[config.mk]
export PLATFORM = sky130hd
export DESIGN_NAME = sc_phase_ctrl
export DESIGN_NICKNAME = d
export VERILOG_FILES = /design/src/rtl/sc_phase_pkg.sv /design/src/rtl/sc_phase_timer.sv /design/src/rtl/sc_phase_ctrl.sv
export SDC_FILE = /design/constraint.sdc
export NUM_CORES = 1
export LEC_CHECK = 0
export ABC_AREA = 1
export CORE_AREA = 4 4 160 85
export CTS_CLUSTER_DIAMETER = 120
export DETAILED_ROUTE_END_ITERATION = 8
export DIE_AREA = 0 0 164 89
export SLEW_MARGIN = 40
export SYNTH_ARGS = -nofsm -noshare
export SYNTH_HDL_FRONTEND = slang
export SYNTH_SLANG_ARGS = --single-unit
[constraint.sdc]
create_clock -name clk -period 3.64 [get_ports clk]
set_input_delay 0.364 -clock clk [delete_from_list [all_inputs] [get_ports clk]]
set_output_delay 0.364 -clock clk [all_outputs]
set_load 0.005 [all_outputs]
[src/rtl/sc_phase_pkg.sv]
// Shared types and helpers for the two-phase switched-capacitor clock controller.
// Holds the FSM state encoding, latched mode encodings and the channel rotation search.
package sc_phase_pkg;

    localparam int MAX_CH   = 32;
    localparam int MAX_CH_W = $clog2(MAX_CH);

    typedef enum logic [2:0] {
        IDLE,
        PH1,
        DEAD_A,
        PH2,
        DEAD_B,
        DONE
    } phase_state_t;

    localparam logic [1:0] MODE_CONT  = 2'd0;
    localparam logic [1:0] MODE_BURST = 2'd1;
    localparam logic [1:0] MODE_ILV   = 2'd2;

    // Next set bit strictly after cur, wrapping at nch-1; returns cur when no other bit is set.
    function automatic int unsigned next_set_bit(input logic [MAX_CH-1:0] mask,
                                                 input int unsigned cur,
                                                 input int unsigned nch);
        int unsigned idx;
        int unsigned res;
        logic        found;
        res   = cur;
        found = 1'b0;
        for (int unsigned k = 1; k <= MAX_CH; k++) begin
            if (!found && k <= nch) begin
                idx = cur + k;
                if (idx >= nch) begin
                    idx = idx - nch;
                end
                if (mask[idx[MAX_CH_W-1:0]]) begin
                    res   = idx;
                    found = 1'b1;
                end
            end
        end
        return res;
    endfunction

endpackage

[src/rtl/sc_phase_timer.sv]
// Loadable down-counter shared by the phase and dead-time intervals.
// The next count is exported so the controller can register its outputs one cycle ahead.
module sc_phase_timer
    import sc_phase_pkg::*;
#(
    parameter int W = 8
) (
    input  logic         clk,
    input  logic         rst_n,
    input  logic         load,
    input  logic [W-1:0] load_val,
    output logic [W-1:0] count_nxt,
    output logic         tc
);

    logic [W-1:0] count_q;

    always_comb begin
        count_nxt = count_q;
        if (load) begin
            count_nxt = load_val;
        end else if (count_q != '0) begin
            count_nxt = count_q - 1'b1;
        end
    end

    always_ff @(posedge clk or negedge rst_n) begin
        if (!rst_n) begin
            count_q <= '0;
        end else begin
            count_q <= count_nxt;
        end
    end

    assign tc = (count_q == '0);

endmodule

[src/rtl/sc_phase_ctrl.sv]
// Non-overlapping two-phase clock and switch controller for multi-channel SC filter arrays.
// Every output is a flop loaded from the decoded next state so the switch drivers never see glitches.
module sc_phase_ctrl
    import sc_phase_pkg::*;
#(
    parameter int NCH     = 4,
    parameter int CNT_W   = 8,
    parameter int DEAD_W  = 4,
    parameter int BURST_W = 8,
    localparam int CH_W   = (NCH > 1) ? $clog2(NCH) : 1
) (
    input  logic               clk,
    input  logic               rst_n,
    input  logic               start,
    input  logic               stop,
    input  logic [1:0]         mode,
    input  logic [CNT_W-1:0]   half_len,
    input  logic [DEAD_W-1:0]  dead_len,
    input  logic [BURST_W-1:0] burst_n,
    input  logic [NCH-1:0]     ch_mask,
    input  logic               az_req,
    output logic               busy,
    output logic               done,
    output logic [NCH-1:0]     phi1,
    output logic [NCH-1:0]     phi1d,
    output logic [NCH-1:0]     phi2,
    output logic [NCH-1:0]     phi2d,
    output logic               az,
    output logic               sample_stb,
    output logic [CH_W-1:0]    ch_idx
);

    localparam int TW = (CNT_W > DEAD_W) ? CNT_W : DEAD_W;
    localparam int SW = BURST_W + 1;

    phase_state_t       state_q, state_d;
    logic [1:0]         mode_q, mode_d;
    logic [CNT_W-1:0]   half_q, half_d, h_in;
    logic [DEAD_W-1:0]  dead_q, dead_d;
    logic [BURST_W-1:0] burst_q, burst_d;
    logic [NCH-1:0]     mask_q, mask_d;
    logic               azreq_q, azreq_d;
    logic               first_q, first_d;
    logic               stop_q, stop_d;
    logic [SW-1:0]      scnt_q, scnt_d;
    logic [CH_W-1:0]    ch_d;
    logic               load;
    logic [TW-1:0]      load_val;
    logic [TW-1:0]      cnt_nxt;
    logic               tc;

    logic               busy_d, done_d, az_d, stb_d;
    logic [NCH-1:0]     vec, phi1_d, phi1d_d, phi2_d, phi2d_d;

    sc_phase_timer #(.W(TW)) u_timer (
        .clk       (clk),
        .rst_n     (rst_n),
        .load      (load),
        .load_val  (load_val),
        .count_nxt (cnt_nxt),
        .tc        (tc)
    );

    // A zero half_len would leave no room for phi1 inside phi1d, so H is held at 2 minimum.
    assign h_in = (half_len == '0) ? CNT_W'(1) : half_len;

    always_comb begin
        state_d  = state_q;
        load     = 1'b0;
        load_val = TW'(half_q);
        mode_d   = mode_q;
        half_d   = half_q;
        dead_d   = dead_q;
        burst_d  = burst_q;
        mask_d   = mask_q;
        azreq_d  = azreq_q;
        first_d  = first_q;
        scnt_d   = scnt_q;
        ch_d     = ch_idx;
        stop_d   = (state_q == IDLE) ? 1'b0 : (stop_q | stop);
        case (state_q)
            IDLE: begin
                if (start && ch_mask != '0) begin
                    state_d  = PH1;
                    load     = 1'b1;
                    load_val = TW'(h_in);
                    mode_d   = (mode == 2'd3) ? MODE_CONT : mode;
                    half_d   = h_in;
                    dead_d   = dead_len;
                    burst_d  = burst_n;
                    mask_d   = ch_mask;
                    azreq_d  = az_req;
                    first_d  = 1'b1;
                    scnt_d   = '0;
                    ch_d     = (mode == MODE_ILV)
                             ? CH_W'(next_set_bit(MAX_CH'(ch_mask), NCH - 1, NCH))
                             : '0;
                end
            end
            PH1: begin
                if (tc) begin
                    state_d  = DEAD_A;
                    load     = 1'b1;
                    load_val = TW'(dead_q);
                    first_d  = 1'b0;
                end
            end
            DEAD_A: begin
                if (tc) begin
                    state_d = PH2;
                    load    = 1'b1;
                end
            end
            PH2: begin
                if (tc) begin
                    state_d  = DEAD_B;
                    load     = 1'b1;
                    load_val = TW'(dead_q);
                    scnt_d   = scnt_q + 1'b1;
                end
            end
            DEAD_B: begin
                if (tc) begin
                    if (stop_d || (mode_q == MODE_BURST && scnt_q == SW'(burst_q) + 1'b1)) begin
                        state_d = DONE;
                    end else begin
                        state_d = PH1;
                        load    = 1'b1;
                        if (mode_q == MODE_ILV) begin
                            ch_d = CH_W'(next_set_bit(MAX_CH'(mask_q), 32'(ch_idx), NCH));
                        end
                    end
                end
            end
            DONE: begin
                state_d = IDLE;
            end
            default: begin
                state_d = IDLE;
            end
        endcase
        if (state_d == IDLE) begin
            ch_d = '0;
        end
    end

    // Outputs are decoded from the state and count about to be registered, so they line up with the FSM.
    always_comb begin
        vec     = (mode_d == MODE_ILV) ? (NCH'(1) << ch_d) : mask_d;
        busy_d  = (state_d != IDLE);
        done_d  = (state_d == DONE);
        stb_d   = (state_q == PH2) && (state_d == DEAD_B);
        phi1_d  = '0;
        phi1d_d = '0;
        phi2_d  = '0;
        phi2d_d = '0;
        if (state_d == PH1) begin
            phi1d_d = vec;
            phi1_d  = (cnt_nxt != '0) ? vec : '0;
        end
        if (state_d == PH2) begin
            phi2d_d = vec;
            phi2_d  = (cnt_nxt != '0) ? vec : '0;
        end
        az_d = azreq_d && first_d && (state_d == PH1);
    end

    always_ff @(posedge clk or negedge rst_n) begin
        if (!rst_n) begin
            state_q    <= IDLE;
            mode_q     <= MODE_CONT;
            half_q     <= '0;
            dead_q     <= '0;
            burst_q    <= '0;
            mask_q     <= '0;
            azreq_q    <= 1'b0;
            first_q    <= 1'b0;
            stop_q     <= 1'b0;
            scnt_q     <= '0;
            ch_idx     <= '0;
            busy       <= 1'b0;
            done       <= 1'b0;
            az         <= 1'b0;
            sample_stb <= 1'b0;
            phi1       <= '0;
            phi1d      <= '0;
            phi2       <= '0;
            phi2d      <= '0;
        end else begin
            state_q    <= state_d;
            mode_q     <= mode_d;
            half_q     <= half_d;
            dead_q     <= dead_d;
            burst_q    <= burst_d;
            mask_q     <= mask_d;
            azreq_q    <= azreq_d;
            first_q    <= first_d;
            stop_q     <= stop_d;
            scnt_q     <= scnt_d;
            ch_idx     <= ch_d;
            busy       <= busy_d;
            done       <= done_d;
            az         <= az_d;
            sample_stb <= stb_d;
            phi1       <= phi1_d;
            phi1d      <= phi1d_d;
            phi2       <= phi2_d;
            phi2d      <= phi2d_d;
        end
    end

endmodule

==> reports/qor.csv <==
stage,metric,value,unit
timing,slew_viol_final,0,
clocking,cts_sinks,71,
timing,fin_crit_sh,77.09,%
worst_hold_path,hold_class,in2async,
global_routing,grt_overflow,0,
finish,layout_common_cells,"nand2_1, inv_1, dfrtp_1",
setup_path,critPathLaunchType,flop,
pwr,p_leak,2.463,nW
clocking,clk_pin_slew_worst_paths,0.06,ns
placed_design,io_buffers,52,
setup_path,cp-end-kind,flop,
setup_path,worstPathArrival,3.03,ns
floorplanning,coreArea,0.01226,mm2
floorplanning,start_util,33.25,%
finish,final_util,41.31,%
route,ant_nets,0,
placed_design,place_congestion,0.8745,
timing,setup_viol,0,
clocking,ctsResizeCount,0,
timing,fin_setup_tns,0,ns
setup_path,r2r-end,phi1[3]$_DFF_PN0_,
timing,skew,0.006445,ns
floorplanning,die_y,89,um
finish,syn_to_final_growth,24.24,%
timing,finalWorstSetupSlack,0.8340,ns
timing,hold_viol,0,
floorplanning,num_io_pins,53,
setup_path,criticalPathCategory,reg2reg,
setup_path,r2r_setup_slack,0.83,ns
clocking,cts-buffers-inserted,9,
timing,slew_headroom,55.52,%
job,cap_viol_max_count,0,
setup_path,startpoint,burst_q[1]$_DFFE_PN0P_,
logic_synthesis,synthFlopType,dfrtp_1,
clocking,hold_buffers,0,
logic_synthesis,synth_edf_count,0,
timing,fmax,356.4,MHz
setup_path,r2r_start,burst_q[1]$_DFFE_PN0P_,
logic_synthesis,synth_cell_types,36,
route,drc_errors,0,
global_routing,track_usage,15.83,%
route,wire_per_inst,14.15,um
logic_synthesis,yosys_warnings,0,
floorplanning,num_rows,29,
clocking,postCtsSetupRepairBufs,0,
route,via_count,3713,
placed_design,hpwl,8361,um
logic_synthesis,synth_nets,589,
pwr,pwr_density_cell,799.7,mW/mm2
floorplanning,fp.dieArea,0.01460,mm2
logic_synthesis,synthArstFlopShare,100.0,%
finish,drive_gt1_share,10.31,%
placed_design,dp_slack,0.7343,ns
clocking,cts_tree,built,
route,drt_first_iter_violations,268,
pwr,irDropWorstVdd,0.0002930,V
route,drt-total-wl,11050,um
route,viasPerCell,4.754,
clocking,insertion_delay,0.34,ns
clocking,cts_root_buf,clkbuf_16,
global_routing,grt_pass1_wl,17860,um
timing,worstMarginPinSlew,0.6672,ns
setup_path,r2r_cells,18,
global_routing,antenna_found_initial,0,
route,drtPass1Iterations,6,
finish,layout_commonest_cell,nand2_1,
global_routing,grt_max_degree,72,
floorplanning,die_w,164,um
status,outcome,"complete, no violations",
finish,num_antenna_cells,0,
finish,fillCellCount,1287,
global_routing,grt_pass1_vias,3441,
logic_synthesis,ys_ff_latch,71,
logic_synthesis,netlist_area,0.004078,mm2
clocking,cts_htree_levels,3,
timing,layout_min_cycle_time,2.806,ns
clocking,clk_path_buf_depth,2,
setup_path,crit_fanout,14,
finish,num-nets-final,648,
setup_path,cp.required,3.86,ns
logic_synthesis,ys_seq_area_share,43.57,%
logic_synthesis,avgSynthCellArea,7.427,um2
logic_synthesis,syn_inst,549,
timing,grt_setup_unrepaired,no,
## area by class of cell
cell class	count	area, um2	area share [%]
Clock inverter	3	21.27	0.4199
Timing Repair Buffer	56	549.3	10.84
Sequential cell	71	1777	35.07
Clock buffer	11	242.7	4.791
Tap cell	170	212.7	4.199
Multi-Input combinational cell	386	1948	38.45
Inverter	84	315.3	6.224
## routing by layer
metal  wire length [um]  vias up  global-route usage (%)
met2               3964      126                   20.14
met5                  0        -                       0
met3                751        8                   4.514
li1                   -     1881                       -
met4                 73        0                   3.425
met1               6262     1698                   25.60
## report_power, final
| part | switching (mW) | internal [mW] |
|---|---|---|
| combinational | 1.27 | 0.697 |
| sequential | 0.209 | 1.07 |
| clock | 0.333 | 0.472 |
| total | 1.81 | 2.24 |
## sequential cells by signal, summed over array words and instances, names as in the netlist, 8 cells and up
signal	count
scnt_q	9
burst_q	8
half_q	8
u_timer.count_q	8
## worst max-delay path by stage
stage | to | cells past startpoint
final | phi1[3]$_DFF_PN0_ | 18
after global routing | phi2[2]$_DFF_PN0_ | 18
after floorplan | phi1[0]$_DFF_PN0_ | 18
after detailed placement | phi1d[1]$_DFF_PN0_ | 16
after CTS | phi1[3]$_DFF_PN0_ | 18
after global placement | phi1[1]$_DFF_PN0_ | 16
## Yosys cell counts (3+ instances only)
master | count | share of area, %
nand2_1 | 144 | 13
inv_1 | 73 | 6.7
dfrtp_1 | 71 | 44
nand3_1 | 42 | 5.2
o21ai_0 | 42 | 5.2
nor2_1 | 40 | 3.7
a21oi_1 | 23 | 2.8
nor2_2 | 14 | 2.1
nand4_1 | 13 | 2.0
inv_2 | 10 | 0.92
ha_1 | 9 | 2.8
nand2_2 | 9 | 1.4
o21ai_1 | 9 | 1.1
clkbuf_1 | 7 | 0.64
nor3_1 | 5 | 0.61
xor2_1 | 5 | 1.1
o21ai_2 | 3 | 0.64
o22ai_1 | 3 | 0.46
or2_2 | 3 | 0.46
## metrics by stage
| step | instances | instance area, um2 | hold slack [ns] | total power [mW] |
|---|---|---|---|---|
| 6_report | 781 | 5066 | 0.1393 | 4.051 |
| 5_1_grt | 781 | 5066 | 0.1950 | 4.428 |
| 4_1_cts | 781 | 5066 | 0.1712 | 4.073 |
| 3_5_place_dp | 767 | 4802 | 0.4606 | 3.240 |
| 3_3_place_gp | 767 | 4798 | 0.4511 | 3.202 |
| 2_1_floorplan | 549 | 4078 | 0.06841 | 2.633 |
## critical path: stages, from the launching register on
cell and delay, ns:
dfrtp_1 0.46, ha_1 0.33, nand3_1 0.15, nand2_1 0.12, nand2_1 0.06, nand2_1 0.08
nand4_1 0.11, nor2_2 0.15, nand4_4 0.13, nand2_2 0.10, nand2_2 0.06, nand2_4 0.08
nand2_4 0.11, nand2_1 0.10, o21ai_1 0.09, nor2_2 0.17, nand2_2 0.11, nor2_8 0.19
nor2_2 0.06
## cells by family after synthesis
logic type / synth area share (%)
and+or+nand+nor: 31.30
adders and majority gates: 2.762
xor gates and xnor gates: 1.504
buffers and inverters: 8.653
AOI/OAI and AO/OA: 12.21
DFF: 43.57
No activity file was read; power rests on OpenSTA's default activity.
